<file path="src/rtl/spi_reg_master.sv">
// rtl/spi_reg_master.sv - SPI register master issuing 32-bit command/address/data frames
//
// Each frame is one command byte (0x03 write, 0x04 read), a gap, then 24 data
// bits: the address byte followed by 16 write-data bits. For reads, 16 zero
// bits are sent and the 16 read-data bits are sampled from MISO. SPI mode 0,
// MSB first.
//
// Ports:
//   clk_in     system clock, rising edge
//   cnt_rstn   asynchronous active-low reset
//   req        start a transaction (accepted in IDLE only)
//   req_wr     1 = register write, 0 = register read
//   req_addr   register address
//   req_wdata  write data
//   busy       transaction in progress
//   done       one-cycle completion pulse
//   rdata      result of the last completed read
//   spi_ss     chip select, active-low
//   spi_sclk   SPI clock (CPOL=0, CPHA=0)
//   spi_mosi   master data out
//   spi_miso   slave data in, asynchronous to clk_in
module spi_reg_master #(
    parameter int SCK_HALF = 20,
    parameter int CS_SETUP = 20,
    parameter int CMD_GAP  = 164,
    parameter int CS_IDLE  = 40
) (
    input  logic        clk_in,
    input  logic        cnt_rstn,
    input  logic        req,
    input  logic        req_wr,
    input  logic [7:0]  req_addr,
    input  logic [15:0] req_wdata,
    output logic        busy,
    output logic        done,
    output logic [15:0] rdata,
    output logic        spi_ss,
    output logic        spi_sclk,
    output logic        spi_mosi,
    input  logic        spi_miso
);

    typedef enum logic [2:0] {IDLE, SETUP, CMD, GAP, DATA, HOLD, SSIDLE} state_t;

    // Terminal counts; 10 bits covers parameter values up to 1023.
    localparam logic [9:0] HALF_LAST  = 10'(SCK_HALF - 1);
    localparam logic [9:0] SETUP_LAST = 10'(CS_SETUP - 1);
    localparam logic [9:0] GAP_LAST   = 10'(CMD_GAP - 1);
    localparam logic [9:0] IDLE_LAST  = 10'(CS_IDLE - 1);

    state_t      state;
    logic [9:0]  cnt;
    logic [4:0]  bit_cnt;     // frame bit index 0..31 (command bits are 0..7)
    logic [31:0] shreg;       // {cmd, addr, data}; bit 31 is the next bit out
    logic [15:0] rx;
    logic        is_wr;
    logic        miso_s1;
    logic        miso_s2;
    logic [7:0]  cmd_byte;

    assign cmd_byte = req_wr ? 8'h03 : 8'h04;

    always_ff @(posedge clk_in or negedge cnt_rstn) begin
        if (!cnt_rstn) begin
            state    <= IDLE;
            cnt      <= '0;
            bit_cnt  <= '0;
            shreg    <= '0;
            rx       <= '0;
            is_wr    <= 1'b0;
            miso_s1  <= 1'b0;
            miso_s2  <= 1'b0;
            busy     <= 1'b0;
            done     <= 1'b0;
            rdata    <= '0;
            spi_ss   <= 1'b1;
            spi_sclk <= 1'b0;
            spi_mosi <= 1'b0;
        end else begin
            miso_s1 <= spi_miso;
            miso_s2 <= miso_s1;
            done    <= 1'b0;
            case (state)
                IDLE: begin
                    if (req) begin
                        is_wr    <= req_wr;
                        shreg    <= {cmd_byte, req_addr, req_wr ? req_wdata : 16'h0000};
                        spi_mosi <= cmd_byte[7];
                        spi_ss   <= 1'b0;
                        busy     <= 1'b1;
                        cnt      <= '0;
                        state    <= SETUP;
                    end
                end
                SETUP: begin
                    if (cnt == SETUP_LAST) begin
                        cnt     <= '0;
                        bit_cnt <= '0;
                        state   <= CMD;
                    end else begin
                        cnt <= cnt + 10'd1;
                    end
                end
                CMD, DATA: begin
                    if (cnt == HALF_LAST) begin
                        cnt <= '0;
                        if (!spi_sclk) begin
                            spi_sclk <= 1'b1;
                            // Sample on the cycle before the rise of data bits 9..24.
                            if (state == DATA && bit_cnt[4])
                                rx <= {rx[14:0], miso_s2};
                        end else begin
                            // End of high half: SCK falls and MOSI advances together.
                            spi_sclk <= 1'b0;
                            shreg    <= {shreg[30:0], 1'b0};
                            spi_mosi <= shreg[30];
                            bit_cnt  <= bit_cnt + 5'd1;
                            if (state == CMD && bit_cnt == 5'd7)
                                state <= GAP;
                            else if (bit_cnt == 5'd31)
                                state <= HOLD;
                        end
                    end else begin
                        cnt <= cnt + 10'd1;
                    end
                end
                GAP: begin
                    if (cnt == GAP_LAST) begin
                        cnt   <= '0;
                        state <= DATA;
                    end else begin
                        cnt <= cnt + 10'd1;
                    end
                end
                HOLD: begin
                    if (cnt == HALF_LAST) begin
                        cnt      <= '0;
                        spi_ss   <= 1'b1;
                        spi_mosi <= 1'b0;
                        if (!is_wr)
                            rdata <= rx;
                        state    <= SSIDLE;
                    end else begin
                        cnt <= cnt + 10'd1;
                    end
                end
                SSIDLE: begin
                    if (cnt == IDLE_LAST) begin
                        cnt   <= '0;
                        done  <= 1'b1;
                        busy  <= 1'b0;
                        state <= IDLE;
                    end else begin
                        cnt <= cnt + 10'd1;
                    end
                end
                default: state <= IDLE;
            endcase
        end
    end

endmodule
</file>
<file path="config.mk">
export PLATFORM = sky130hd
export DESIGN_NAME = spi_reg_master
export DESIGN_NICKNAME = d
export VERILOG_FILES = /design/src/rtl/spi_reg_master.sv
export SDC_FILE = /design/constraint.sdc
export NUM_CORES = 1
export LEC_CHECK = 0
export CORE_UTILIZATION = 45
export DETAILED_ROUTE_END_ITERATION = 7
export PLACE_DENSITY = 0.66
export REMOVE_ABC_BUFFERS = 1
export SLEW_MARGIN = 10
export SYNTH_ARGS = -nofsm -noshare
export SYNTH_HDL_FRONTEND = slang
export SYNTH_SLANG_ARGS = --single-unit
</file>
<file path="constraint.sdc">
create_clock -name clk_in -period 6.31 [get_ports clk_in]
set_input_delay 0.631 -clock clk_in [delete_from_list [all_inputs] [get_ports clk_in]]
set_output_delay 0.631 -clock clk_in [all_outputs]
set_load 0.01 [all_outputs]
</file>
# == Word level (Yosys, flattened, before mapping) ==
# Index checks and enable logic that the tools add are counted.
# word_totals
ff_bits,89
inputBits,29
wordCells,98
output_inout_bits,21
# classes
bitwise,2
n_eq_ne,19
reduce_logical,22
muxes,39
add_sub_neg,2
# op_table
operator,n
2-to-1 mux 31 bit,3
case mux 31 bit (2 select lines),1
2-to-1 mux 10 bit,4
case mux 10 bit (4 select lines),1
2-to-1 mux 3 bit,10
case mux 3 bit (6 select lines),1
2-to-1 mux 16 bit,1
2-to-1 mux 5 bit,3
inequality test 2 bit (second input constant),7
AND reduction 4 bit,3
2-to-1 mux 1 bit,11
adder 10 x 1 -> 10 bit (second input constant),1
== test 10 x 5 -> 1 bit (second input constant),1
== test 10 x 6 -> 1 bit (second input constant),1
== test 10 x 8 -> 1 bit (second input constant),1
case mux 5 bit (2 select lines),1
== test 3 bit (second input constant),3
AND reduction 3 bit,3
AND reduction 8 bit,1
nonzero test 2 bit,4
== test 3 x 2 -> 1 bit (second input constant),2
AND reduction 2 bit,3
adder 5 x 1 -> 5 bit (second input constant),1
== test 5 x 3 -> 1 bit (second input constant),1
other kinds (13),16

# == Depth between registers and ports, before layout ==
# Gate-level depths: netlist of the first run.
# logic_depth
ltp_word,6
mapped_depth,8
depth_no_buf,7

# == Worst setup path after synthesis of the first run ==
# OpenSTA, ideal clock, no wires.
# synth_path
path_kind,register to register
from,reg cnt[0]
to,reg rx[0]
synth_period_minus_slack_ps,2248
setup_time_ps,125
stages_incl_launch_ff,7
arrival_time_ps,2123
path_slack_ps,4062
cell_sequence,dfrtp_1 > ha_1 > or4b_4 > nor3_4 > nand4_4 > buf_6 > mux2_4
# synth_between
elab_chain_cells,2
# synth_lines
element,line_no,text
start: declaration,52,logic [9:0] cnt;
start signal: assignment,101,cnt <= cnt + 10'd1;
start signal: assignment,124,cnt <= cnt + 10'd1;
start signal: assignment,132,cnt <= cnt + 10'd1;
== test 10 x 5 -> 1 bit,105,if (cnt == HALF_LAST) begin
AND reduction 4 bit (no line),--,
end signal: assignment,111,"rx <= {rx[14:0], miso_s2};"
end: declaration,55,logic [15:0] rx;
# No other way between the ends.
# A chain may end at the register's enable or synchronous reset.

# == Final worst setup path of the first run ==
# layout_path
from,reg cnt[0]
to,reg rx[9]
# The elaborated chain is that of the path after synthesis.

==> results of run 1 <==
==> Yosys cell counts (2+ instances only) <==
cell,instances,area [µm²]
dfrtp_1,88,2200
nor2_1,58,218
a21oi_1,47,235
nand2_1,32,120
mux2_2,23,259
clkbuf_1,14,52.6
inv_1,13,48.8
o21ai_0,13,65.1
mux2i_1,11,110
mux2_4,10,150
nand3_1,10,50.1
and3_1,8,50.1
buf_2,7,35.0
nor3_1,6,30.0
o211ai_1,4,30.0
buf_1,3,11.3
ha_1,3,37.5
nand2b_1,3,18.8
nand4_1,3,18.8
nor4b_1,3,26.3
o221ai_1,3,26.3
a22o_1,2,17.5
a311oi_1,2,17.5
a31oi_1,2,12.5
buf_6,2,22.5
mux2_1,2,22.5
nor2b_1,2,12.5
nor3b_1,2,15.0
o31ai_1,2,15.0
or2_2,2,12.5
or4b_4,2,27.5
xnor2_1,2,17.5
xor2_1,2,17.5
==> metal layers <==
| metal | up-vias | wire length [µm] | GRT usage |
|---|---|---|---|
| li1 | 1513 | - | - |
| met1 | 1472 | 3810 | 0.242 |
| met2 | 71 | 3610 | 0.264 |
| met3 | 12 | 279 | 0.0253 |
| met4 | 0 | 138 | 0.0781 |
| met5 | - | 0 | 0 |
==> registers in the layout (all words and copies together) (netlist names) <==
register / cells
done: 1
spi_ss: 1
bit_cnt: 5
miso_s2: 1
state: 3
busy: 1
rdata: 16
shreg: 31
spi_mosi: 1
miso_s1: 1
cnt: 10
rx: 16
spi_sclk: 1
is_wr: 1
==> cell families (layout without fill, tap and decap cells) <==
| group | count (synthesis) | in the layout | share of synthesized area |
|---|---|---|---|
| simple gates | 142 | 142 | 0.170 |
| fa+ha+maj | 3 | 3 | 0.00881 |
| mux | 46 | 46 | 0.127 |
| buf+inv | 40 | 80 | 0.0411 |
| flops | 89 | 89 | 0.523 |
| xor+xnor | 4 | 4 | 0.00822 |
| compound gates | 87 | 87 | 0.122 |
==> layout make-up <==
cell class | instances | area, µm² | share of cell area
clock buffers | 10 | 128 | 0.0256
inverters | 13 | 48.8 | 0.00977
well taps | 111 | 139 | 0.0278
flip-flops and latches | 89 | 2230 | 0.446
clock inverters | 6 | 72.6 | 0.0145
repair buffers | 51 | 503 | 0.101
multi-input cells | 282 | 1870 | 0.375
==> per-stage QoR <==
step	std cells	power, mW	utilization	setup WS (ns)	hold slack, ns
3_3_place_gp	546	0.974	0.521	3.59	0.336
3_5_place_dp	546	0.988	0.521	3.56	0.344
4_1_cts	562	1.39	0.543	3.69	0.245
6_report	562	1.37	0.543	3.70	0.232
2_1_floorplan	384	0.895	-	2.92	0.331
5_1_grt	562	1.45	0.543	3.50	0.269
==> critical path, stage by stage (launching register included) <==
cell and delay, ns:
dfrtp_1 0.39, ha_1 0.26, or4b_4 0.51, nor3_4 0.48
nand4_4 0.43, mux2_4 0.43
==> cells in the final DEF (no fill, tap or decap), types with 3 or more instances in the layout <==
cell type	netlist	layout
a21oi_1	47	47
and3_1	8	8
buf_4	0	3
clkbuf_8	0	9
clkdlybuf4s50_1	0	48
dfrtp_1	88	88
ha_1	3	3
inv_1	13	13
inv_6	0	3
mux2_2	23	23
mux2_4	10	10
mux2i_1	11	11
nand2_1	32	32
nand2b_1	3	3
nand3_1	10	10
nand4_1	3	3
nor2_1	58	57
nor3_1	6	6
nor4b_1	3	3
o211ai_1	4	4
o21ai_0	13	13
o221ai_1	3	3
==> worst paths after layout <==
check | startpoint | end | slack, ns | depth (start not counted)
worst min register to register | miso_s1$_DFF_PN0_ | miso_s2$_DFF_PN0_ | 0.36 | 0
worst max register to register | cnt[0]$_DFFE_PN0P_ | rx[9]$_DFFE_PN0P_ | 3.70 | 5
worst min-delay path | cnt_rstn | shreg[10]$_DFFE_PN0P_ | 0.23 | 1
worst max-delay path | cnt[0]$_DFFE_PN0P_ | rx[9]$_DFFE_PN0P_ | 3.70 | 5
min in group clk_in | miso_s1$_DFF_PN0_ | miso_s2$_DFF_PN0_ | 0.36 | 0
max in group asynchronous | cnt_rstn | rdata[10]$_DFFE_PN0P_ | 5.08 | 2
==> power by group through the flow <==
| stage | Clock [mW] | Sequential (mW) | Combinational, mW |
|---|---|---|---|
| CTS | 0.412 | 0.724 | 0.254 |
| global route | 0.433 | 0.735 | 0.286 |
| floorplan | 0 | 0.715 | 0.180 |
| detailed placement | 0 | 0.734 | 0.254 |
| global placement | 0 | 0.729 | 0.245 |
| finish | 0.399 | 0.724 | 0.250 |
==> qor.yml, run 1 <==
worstSkewPairLatency_ns: 0.36
ir_worst_vdd_v: 0.000154
postRouteAntennaNets: 0
routed_wl_um: 7840
power.density_nw_per_um2: 275
yosysWarnings: 0
grt_usage: 0.172
grt_pass1_wl_um: 13500
drcViolationCount: 0
worstMarginPinSlew_ns: 1.14
critPathMaxFanout: 16
core-area_um2: 9200
setup_tns_ns: 0
power_frac_comb: 0.182
synthFlopType: "dfrtp_1"
final-hold-violation-count: 0
syn_inst: 411
via_per_inst: 5.46
die_area_um2: 9860
final_layout_size_suffix_gt1_frac: 0.140
finalNetCount: 478
grt_max_degree: 63
cp.arrival_ns: 2.86
clk_path_buf_depth: 2
switching_power_mw: 0.423
report.final.slew_viol_count: 0
postCtsHoldBufs: 0
numCtsBuffers: 9
synthArstFlopShare: 1.00
fin_crit_ns: 2.61
seq_area_frac_synth: 0.523
avgSynthCellArea_um2: 10.4
rsz0062_at_grt: "false"
overflow: 0
clkPwrFrac: 0.290
antenna_cells: 0
cts_resized: 0
clkSinkCount: 89
root_buffer: "clkbuf_8"
initial_core_util: 0.463
drt_iter0_drc: 141
antenna_found_initial: 0
cts-htree-levels: 3
relSlewSlack: 0.240
worstSetupPathType: "flip-flop to flip-flop"
routedWlPerCell_um: 13.9
ys_ff_latch: 89
syn2layout_area_growth_pct: 17.1
critPathLaunchType: "flip-flop"
numPortBuffers: 49
setup-violations-final: 0
syn_area_um2: 4260
outcome: "finished, final reports clean"
vias: 3068
place_area_um2: 4790
die_h_um: 99.3
fp.dieW_um: 99.3
leakagePower_nw: 2.20
fin_crit_sh: 0.414
switching_share: 0.308
placementRows: 35
fill_cells: 828
design_area_um2: 4990
hold_class: "primary input to asynchronous set/reset pin"
dp_hpwl_um: 5190
io_pins: 50
cts_setup_buffers: 0
ys_types: 58
worst_setup_path_end_kind: "flip-flop"
place_congestion: 0.810
drv_cap: 0
first_pass_iters: 5
grt_pass1_vias: 2849
skew_ns: 0.00899
p_int_mw: 0.950
power.share.sequential: 0.528
critPathRequiredTime_ns: 6.55
clk_transition_reported_paths_ns: 0.09
clock.fmax_mhz: 383
synth_edf_count: 0
cts_tree: "done"
No activity file was read; power rests on OpenSTA's default activity.
==> inputs of run 2 (changes only) <==
PLACE_DENSITY = 0.69   (was 0.66)
clock period = 2.1 ns   (was 6.31 ns; I/O delays follow)
==> run 2 against run 1 <==
  * Largest power group unchanged
  * Combinational power grew to 4.4 times the previous value
  * The flow now finishes with violations (DRC)
  * Sequential power rose to 3.0 times the previous value
  * Sequential share of layout area fell by 4.2 points
  * Critical path depth is the same
  * Die area stayed put
  * Total power rose to 3.3 times the previous value
==> qor.yml, run 2 (same netlist as run 1, synthesis figures left out) <==
outcome: "finished, violations left"
violations: "DRC"
overflow: 0
core-area_um2: 9200
timing.hold.ws_ns: 0.274
first_pass_iters: 7
layoutNonFillerInstCount: 605
reg_top3: "shreg (31), rdata (16), rx (16)"
placementRows: 35
layout_common_cells: "dfrtp_1 (86), nor2_1 (56), clkdlybuf4s50_1 (48)"
die_h_um: 99.3
routedWlPerCell_um: 14.9
worstSetupPathType: "flip-flop to flip-flop"
cts-htree-levels: 3
switching_share: 0.308
clock.fmax_mhz: 477
worstSkewPairLatency_ns: 0.36
slowest_stage: "or4b_4"
grt_usage: 0.193
routed_wl_um: 9040
layout_commonest_cell: "dfrtp_1"
grt_pass1_vias: 3163
antenna_found_initial: 0
fin_crit_ns: 2.10
root_buffer: "clkbuf_8"
vias: 3247
switching_power_mw: 1.38
antenna_cells: 0
fill_cells: 769
drcViolationCount: 2
setup_tns_ns: 0
critPathLaunchType: "flip-flop"
dp_cells: 581
critPathRequiredTime_ns: 2.34
clk_path_buf_depth: 2
final_layout_size_suffix_gt1_frac: 0.237
via_per_inst: 5.37
numCtsBuffers: 9
power.density_nw_per_um2: 813
grt_pass1_wl_um: 15000
path_cells: "or4b_4, nor3_4, nand4_4, buf_12, mux2_4"
numPortBuffers: 49
clkSinkCount: 89
report.final.slew_viol_count: 0
power.share.sequential: 0.480
rsz0062_at_grt: "true"
clk_transition_reported_paths_ns: 0.09
fp.dieW_um: 99.3
ir_worst_vdd_v: 0.000412
slowest_delay_ns: 0.56
regMostFlops: "shreg"
p_int_mw: 3.11
power_frac_comb: 0.246
finalNetCount: 521
syn2layout_area_growth_pct: 29.6
place_congestion: 0.865
relSlewSlack: 0.555
grt_max_degree: 51
setup-violations-final: 0
fin_crit_sh: 0.998
cts_tree: "done"
dp_hpwl_um: 5870
clkPwrFrac: 0.274
worstMarginPinSlew_ns: 0.668
critPathMaxFanout: 8
cp.arrival_ns: 2.34
die_area_um2: 9860
hold_class: "primary input to flip-flop"
drt_iter0_drc: 186
io_pins: 50
drv_cap: 0
final-hold-violation-count: 0
skew_ns: 0.0122
worst_setup_path_end_kind: "flip-flop"
largest_register_ffs: 31
initial_core_util: 0.463
leakagePower_nw: 2.49
postRouteAntennaNets: 0
==> run 2: changes by cell type in the layout (fill, tap and decap cells not counted), moves of 2 or more <==
cell       change
buf_16         +2
dfrtp_1        -2
buf_12         +4
dfrtp_2        +2
clkbuf_16      +2
buf_4         +33
==> run 2: worst paths after layout <==
check,slack [ns],cells past startpoint,startpoint,endpoint
setup / recovery,0.005,5,cnt[9]$_DFFE_PN0P_,rx[1]$_DFFE_PN0P_
hold / removal,0.27,1,spi_miso,miso_s1$_DFF_PN0_
setup reg to reg,0.005,5,cnt[9]$_DFFE_PN0P_,rx[1]$_DFFE_PN0P_
hold reg to reg,0.36,0,miso_s1$_DFF_PN0_,miso_s2$_DFF_PN0_
max in group asynchronous,1.06,3,cnt_rstn,rx[9]$_DFFE_PN0P_
min in group asynchronous,0.42,2,cnt_rstn,rdata[12]$_DFFE_PN0P_
==> run 2: critical path, delay by kind of cell, from the launching register on <==
kind	cells	cell delay [ns]
buffers and inverters	1	0.19
muxes	1	0.29
DFF	1	0.45
and+or+nand+nor	3	1.04
==> run 2: layout make-up <==
class	count	area [µm²]	area share
timing repair buffer	94	957	0.173
tap	111	139	0.0252
multi-input combinational	282	1940	0.352
clock buffer	11	141	0.0256
clock inverter	5	62.6	0.0113
sequential	89	2230	0.404
inverter	13	48.8	0.00884
==> run 2: routing by layer <==
layer / vias up / global-route usage / wire length, µm / part of all wire
met5: - / 0 / 0 / 0
met4: 0 / 0.0588 / 86 / 0.0095
met3: 10 / 0.0492 / 370 / 0.041
met2: 79 / 0.316 / 4450 / 0.49
met1: 1560 / 0.253 / 4130 / 0.46
li1: 1598 / - / - / -
==> run 2: power groups by stage <==
stage | Sequential, mW | Clock, mW | Combinational [mW]
3_5_place_dp | 2.17 | 0 | 0.953
6_report | 2.16 | 1.23 | 1.11
3_3_place_gp | 2.16 | 0 | 0.932
4_1_cts | 2.14 | 1.26 | 1.03
5_1_grt | 2.19 | 1.33 | 1.22
2_1_floorplan | 2.15 | 0 | 0.540
==> run 2: what timing repair did <==
item / 4_1_cts / 5_1_grt
hold buffers: 1 / 0
pin swaps: 3 / 1
cloned: 1 / 2
gates resized for setup: 3 / 15
hold endpoints to repair: 47 / 0
setup endpoints to repair: 66 / 68
setup buffers: 2 / 2
==> run 2: through the flow <==
stage / power (mW) / utilization / setup WS [ns] / area (µm²)
after floorplan: 2.69 / - / -1.29 / 4140
after CTS: 4.43 / 0.585 / 0.00183 / 5380
after global placement: 3.10 / 0.554 / -0.0278 / 5090
final: 4.49 / 0.600 / 0.00454 / 5520
after global routing: 4.74 / 0.600 / -0.0627 / 5520
after detailed placement: 3.13 / 0.554 / -0.0863 / 5090
